File: src/rtl/refresh_scheduler.sv
// refresh_scheduler
// DRAM refresh scheduler. A programmable down-counter produces refresh ticks,
// owed refreshes accumulate in a saturating pending counter, and a small
// request FSM hands them to the SDRAM controller over a REQ/ACK handshake:
// opportunistically while the controller is idle, or forcibly once the
// backlog reaches the urgency level.

module refresh_scheduler #(
   parameter int  INTERVAL_W   = 11,
   parameter int  MAX_PENDING  = 8,
   parameter int  URGENT_LEVEL = 6,
   localparam int PEND_W       = $clog2(MAX_PENDING + 1)
) (
   input  logic                  CLK,
   input  logic                  RST,
   input  logic                  ENABLE,
   input  logic [INTERVAL_W-1:0] INTERVAL,
   input  logic                  IDLE,
   input  logic                  REFRESH_ACK,
   input  logic                  OVERFLOW_CLR,
   output logic                  REFRESH_REQ,
   output logic                  REFRESH_URGENT,
   output logic [PEND_W-1:0]     PENDING,
   output logic                  OVERFLOW
);

   typedef enum logic [1:0] {
      S_WAIT = 2'd0,
      S_REQ  = 2'd1,
      S_GAP  = 2'd2
   } state_t;

   localparam logic [PEND_W-1:0] PEND_MAX    = PEND_W'(MAX_PENDING);
   localparam logic [PEND_W-1:0] PEND_URGENT = PEND_W'(URGENT_LEVEL);

   logic [INTERVAL_W-1:0] cnt;
   logic [PEND_W-1:0]     pending;
   logic                  overflow;
   logic                  tick;
   logic                  ack_accepted;
   logic                  overflow_set;
   logic                  urgent;
   state_t                state;
   state_t                state_next;

   // A tick is the enabled edge on which the interval counter has run out.
   // An ACK only counts while a request is actually outstanding.
   assign tick         = ENABLE && (cnt == '0);
   assign ack_accepted = REFRESH_ACK && (state == S_REQ);
   assign overflow_set = tick && !ack_accepted && (pending == PEND_MAX);
   assign urgent       = (pending >= PEND_URGENT);

   // Interval down-counter; INTERVAL is only picked up at reload so a
   // mid-period reprogram lets the running period finish.
   always_ff @(posedge CLK or posedge RST) begin
      if (RST) begin
         cnt <= '0;
      end else if (!ENABLE) begin
         cnt <= INTERVAL;
      end else if (cnt == '0) begin
         cnt <= INTERVAL;
      end else begin
         cnt <= cnt - 1'b1;
      end
   end

   // Owed-refresh counter: ticks add, accepted ACKs subtract, a coincident
   // tick and ACK cancel, and ticks arriving at saturation are dropped.
   always_ff @(posedge CLK or posedge RST) begin
      if (RST) begin
         pending <= '0;
      end else if (tick && !ack_accepted) begin
         if (pending != PEND_MAX) begin
            pending <= pending + 1'b1;
         end
      end else if (ack_accepted && !tick) begin
         pending <= pending - 1'b1;
      end
   end

   // Sticky lost-tick flag; a new loss on the clearing edge keeps it set.
   always_ff @(posedge CLK or posedge RST) begin
      if (RST) begin
         overflow <= 1'b0;
      end else if (overflow_set) begin
         overflow <= 1'b1;
      end else if (OVERFLOW_CLR) begin
         overflow <= 1'b0;
      end
   end

   // Request FSM state register.
   always_ff @(posedge CLK or posedge RST) begin
      if (RST) begin
         state <= S_WAIT;
      end else begin
         state <= state_next;
      end
   end

   // Request FSM next state: request when something is owed and either the
   // controller is idle or the backlog is urgent, hold until ACK, then force
   // one low cycle before the next request.
   always_comb begin
      state_next = state;
      case (state)
         S_WAIT: begin
            if ((pending != '0) && (IDLE || urgent)) begin
               state_next = S_REQ;
            end
         end
         S_REQ: begin
            if (REFRESH_ACK) begin
               state_next = S_GAP;
            end
         end
         S_GAP: begin
            state_next = S_WAIT;
         end
         default: begin
            state_next = S_WAIT;
         end
      endcase
   end

   assign REFRESH_REQ    = (state == S_REQ);
   assign REFRESH_URGENT = urgent;
   assign PENDING        = pending;
   assign OVERFLOW       = overflow;

endmodule

File: config.mk
export PLATFORM = sky130hd
export DESIGN_NAME = refresh_scheduler
export DESIGN_NICKNAME = d
export VERILOG_FILES = /design/src/rtl/refresh_scheduler.sv
export SDC_FILE = /design/constraint.sdc
export NUM_CORES = 1
export LEC_CHECK = 0
export BUFFER_PORTS_ARGS = -buffer_cell sky130_fd_sc_hd__buf_2
export CAP_MARGIN = 15
export CELL_PAD_IN_SITES_DETAIL_PLACEMENT = 0
export CELL_PAD_IN_SITES_GLOBAL_PLACEMENT = 1
export CORE_MARGIN = 2
export CORE_UTILIZATION = 36
export DETAILED_ROUTE_END_ITERATION = 12
export GPL_TIMING_DRIVEN = 0
export MAX_ROUTING_LAYER = met4
export PLACE_DENSITY_LB_ADDON = 0.05
export SYNTH_ARGS = -nofsm -noshare
export SYNTH_HDL_FRONTEND = slang
export SYNTH_SLANG_ARGS = --single-unit
export TNS_END_PERCENT = 10
File: constraint.sdc
create_clock -name CLK -period 2.67 [get_ports CLK]
set_clock_uncertainty 0.15 [all_clocks]
set_input_delay 0.4005 -clock CLK [delete_from_list [all_inputs] [get_ports CLK]]
set_output_delay 0.4005 -clock CLK [all_outputs]
set_load 0.03 [all_outputs]
Yosys cells after proc, flatten, opt, wreduce, memory -nomap -nowiden

Cells that the tools add are included.

Word-level logic and storage cells: 40
Flip-flop bits (word level): 18
Bits of input ports: 17
Output and inout port bits: 7

Equality and inequality tests: 6
Multiplexer cells: 10
Magnitude comparators: 1
Add/sub/neg operators: 3
Reductions and logical operators: 16

Operator list:

| cell                                                               | count |
|---|---|
| 2-to-1 mux 11 bit                                                  | 2 |
| 2-to-1 mux 4 bit                                                   | 3 |
| zero test 11 bit                                                   | 1 |
| subtractor 11 x 1 -> 11 bit (second input constant)                | 1 |
| logical AND 1 bit                                                  | 6 |
| adder 4 x 1 -> 4 bit (second input constant)                       | 1 |
| == test 4 bit (second input constant)                              | 1 |
| greater-or-equal comparator 4 x 3 -> 1 bit (second input constant) | 1 |
| 2-to-1 mux 2 bit                                                   | 2 |
| inequality test 2 bit (second input constant)                      | 2 |
| inequality test 4 bit (second input constant)                      | 1 |
| one-hot mux 2 bit (2 select lines)                                 | 1 |
| AND reduction 2 bit                                                | 2 |
| nonzero test 2 bit                                                 | 2 |
| nonzero test 4 bit                                                 | 1 |
| subtractor 4 x 1 -> 4 bit (second input constant)                  | 1 |
| == test 2 x 1 -> 1 bit (second input constant)                     | 1 |
| zero test 1 bit                                                    | 2 |
| zero test 2 bit                                                    | 1 |
| 2-to-1 mux 1 bit                                                   | 2 |
| inequality test 2 x 1 -> 1 bit (second input constant)             | 1 |
| logical OR 1 bit                                                   | 1 |

Logic depth before layout (Yosys ltp)

Word-level depth: 6
Depth in mapped cells: 10
Mapped depth without buffers: 10

Least setup slack after synthesis

Ideal clock, no wire load.

Kind: flip-flop to flip-flop
Start: register cnt[2]
End: register pending[3], in the netlist PENDING[3]
Cell stages (with the launch flop): 8
Required time: 2.439 ns
Library setup time: 0.081 ns
Arrival time: 2.314 ns
Setup slack: 0.125 ns
Period minus slack after synthesis: 2.545 ns
Path buffers: 0
Path through: dfrtp_1 nor4_1 nand4_1 ha_1 and3_1 or3_1 mux2i_1 xor2_1

Word-level cells in the longest chain between the ends: 6
Elaborated cells between the ends (all ways): 9
Those cells by class: eq/ne (1); mux (1); reduce/logical (7)

Ends and longest elaborated chain:

| element                              | line | RTL |
|---|---|---|
| start: declaration                   | 36   | `logic [INTERVAL_W-1:0] cnt;` |
| start signal: assignment             | 63   | `cnt <= cnt - 1'b1;` |
| zero test 11 bit *                   | 48   | `assign tick = ENABLE && (cnt == '0);` |
| logical AND 1 bit *                  | 48   |  |
| zero test 1 bit                      | 76   | `end else if (ack_accepted && !tick) begin` |
| logical AND 1 bit                    | 76   |  |
| nonzero test 2 bit (no source line)  | n/a  |  |
| AND reduction 2 bit (no source line) | n/a  |  |
| end signal: assignment               | 74   | `pending <= pending + 1'b1;` |
| end signal: assignment               | 77   | `pending <= pending - 1'b1;` |
| end: declaration                     | 37   | `logic [PEND_W-1:0] pending;` |

Mark *: on every way between the ends. The rest lies on a longest branch, timed or not.
A chain may end at the register's enable or synchronous reset.

Final worst setup path

Start: register cnt[7]
End: register pending[3], in the netlist PENDING[3]

The elaborated chain is that of the path after synthesis.

==> metrics.yaml <==
p_total_mw: 1.054
hold_slack_ps: 36.56
firstDrtPassIters: 4
start_util_pct: 37.85
max-slew-margin-rel_pct: 54.84
worstMarginPinSlew_ps: 676.7
die_width_um: 57.61
ioPinCount: 24
ys_seq_elements: 18
timing.final.crit_share_pct: 92.42
insertion_delay_ps: 290
synthSimpleGateAreaFrac_pct: 19.95
hold_viol_final: 0
status: "finished, final reports clean"
clockBufferDepth: 2
cpPeakStageDelay_ps: 450
cap_violations: 0
synthXorXnorAreaFrac_pct: 9.311
diodes: 0
die_y_um: 57.61
preCtsSetupSlack_ps: -160.0
grt_pass1_wl_um: 3608
ys_seq_area_share_pct: 43.53
core_sq_mm: 0.002734
die-area_sq_mm: 0.003319
cts_sinks: 18
dpl.cell_count: 159
ys_types: 32
num_vias: 844
period_minus_slack_ps: 2468
h-tree-depth: 1
hp-class: "input port to async pin"
drtIter0Drc: 41
grt_use_total_pct: 14.40
reg2reg_to: "PENDING[3]"
critPathCaptureType: "flip-flop"
reg2reg_depth: 7
layout_setup_ws_ps: 202.5
p_leak_nw: 0.5821
synth_cells: 105
rsz0062_at_grt: "no"
finalWeightedCongestion: 0.7335
grt_pass1_vias: 857
portBuffers: 23
synthMuxAreaShare_pct: 6.046
final_cell_mix: "buf_2, dfrtp_1, nand2_1"
final_util_pct: 45.86
synthArstFlopShare_pct: 100.0
layout_commonest_cell: "buf_2"
nets: 156
drv_slew: 0
syn_to_final_growth_pct: 21.16
synth_edf_count: 0
clock.fmax_ghz: 0.4053
power.density_mw_per_mm2: 840.6
synth_ff_type: "dfrtp_1"
worst-path-max-fanout: 5
cts_tree: "done"
ant_nets: 0
drive_above_1_share_pct: 27.07
clk_pin_slew_ps: 100
dp_hpwl_um: 1528
synth_top_family_by_area: "simple AND/OR/NAND/NOR gates"
gr-total-overflow: 0
regToRegStartpoint: "cnt[7]"
crit_arrival_ps: 2550
layoutNonFillerInstCount: 164
path_cells: "nor4_2 -> nand4_1 -> ha_1 -> and3_1 -> or3_1 -> mux2i_1 -> xor2_1"
avgSynthCellArea_sq_um: 9.855
wl_per_cell_um: 12.34
grt_max_degree: 19
synth_compound_area_share_pct: 11.49
numCtsBuffers: 3
cp-start-kind: "flip-flop"
synthAdderAreaFrac_pct: 6.771
antenna_found_initial: 0
critical_path_class: "flip-flop to flip-flop"
ys.warnings.count: 0
clockRootBuffer: "clkbuf_4"
detail_route.vias_per_cell: 5.146
num_rows: 19
drcViolationCount: 0
crit_slowest_cell: "dfrtp_1"
netlist_area_sq_mm: 0.001035
r2r_slack_ps: 200
ir_drop_v: 0.0006131
required_ps: 2750
syn_nets: 127
setup_viol: 0
routed_wl_um: 2023
[repair_timing]
action	in CTS	in global routing
pin swaps	0	1
endpoints found under the setup margin	1	1
hold endpoints to repair	0	0
hold buffers	0	0
setup buffers	0	1
gates resized for setup	1	2
[logic make-up (layout without fill, tap and decap cells)]
| family | after synthesis | count (layout) |
|---|---|---|
| AO/OA/AOI/OAI | 20 | 20 |
| XOR/XNOR | 11 | 11 |
| adder cells (fa/ha/maj) | 5 | 5 |
| buffers and inverters | 8 | 36 |
| flip-flops | 18 | 18 |
| multiplexers | 4 | 4 |
| AND/OR/NAND/NOR | 39 | 39 |
[layer usage]
layer,GRT usage (%),up-vias,part of all wire [%]
met1,16.88,393,46
met4,5.980,0,1.9
li1,-,427,-
met5,-,-,0
met2,24.68,19,49
met3,2.009,5,3.4
[power breakdown]
group	switching (mW)	total, mW	internal [mW]
combinational	0.245	0.443	0.198
sequential	0.103	0.441	0.338
clock	0.0871	0.170	0.0831
[area by class of cell]
class	count	area [sq um]
buffer	2	7.507
tap	31	38.79
inverter	6	22.52
timing repair buffer	24	122.6
multi-input combinational	79	575.6
fill	267	1480
clock buffer	4	36.28
sequential	18	450.4
[Yosys cell counts (2+ instances only)]
| cell | number | area, sq um |
|---|---|---|
| dfrtp_1 | 18 | 450.4 |
| a21o_1 | 3 | 22.52 |
| mux2_4 | 2 | 30.03 |
| nor3_1 | 2 | 10.01 |
| or4_1 | 2 | 15.01 |
| o21ai_0 | 10 | 50.05 |
| clkbuf_1 | 2 | 7.510 |
| xor2_1 | 7 | 61.31 |
| or3_1 | 2 | 12.51 |
| nand3_1 | 2 | 10.01 |
| nand2_1 | 14 | 52.55 |
| a21oi_1 | 2 | 10.01 |
| nor2_1 | 5 | 18.77 |
| xnor2_1 | 4 | 35.03 |
| inv_1 | 6 | 22.52 |
| o31ai_1 | 2 | 15.01 |
| nor4_1 | 4 | 25.02 |
| ha_1 | 4 | 50.05 |
[how the worst max path moves through the flow]
stage	slack (ps)	from	end	cells after the start
floorplan	120	cnt[2]	PENDING[3]	7
global placement	-190	cnt[2]	PENDING[3]	7
detailed placement	-160	cnt[2]	PENDING[3]	7
CTS	10	cnt[2]	PENDING[3]	7
global route	10	cnt[7]	PENDING[3]	7
finish	200	cnt[7]	PENDING[3]	7
[sequential cells by signal, summed over array words and instances (netlist names)]
register	flops
OVERFLOW	1
PENDING	4
cnt	11
state	2
[critical path, delay by kind of cell (launching register included)]
family	cells	cell delay (ps)
AND/OR/NAND/NOR	4	1120
adder cells (fa/ha/maj)	1	360
flip-flops	1	450
XOR/XNOR	1	150
multiplexers	1	170
[through the flow]
step / cell area (sq um) / TNS (ps)
finish: 1254 / 0
global route: 1254 / 0
CTS: 1231 / 0
detailed placement: 1189 / -160.0
global placement: 1189 / -192.8
floorplan: 1035 / 0
Note: power is estimated with default switching activity, not from simulation.
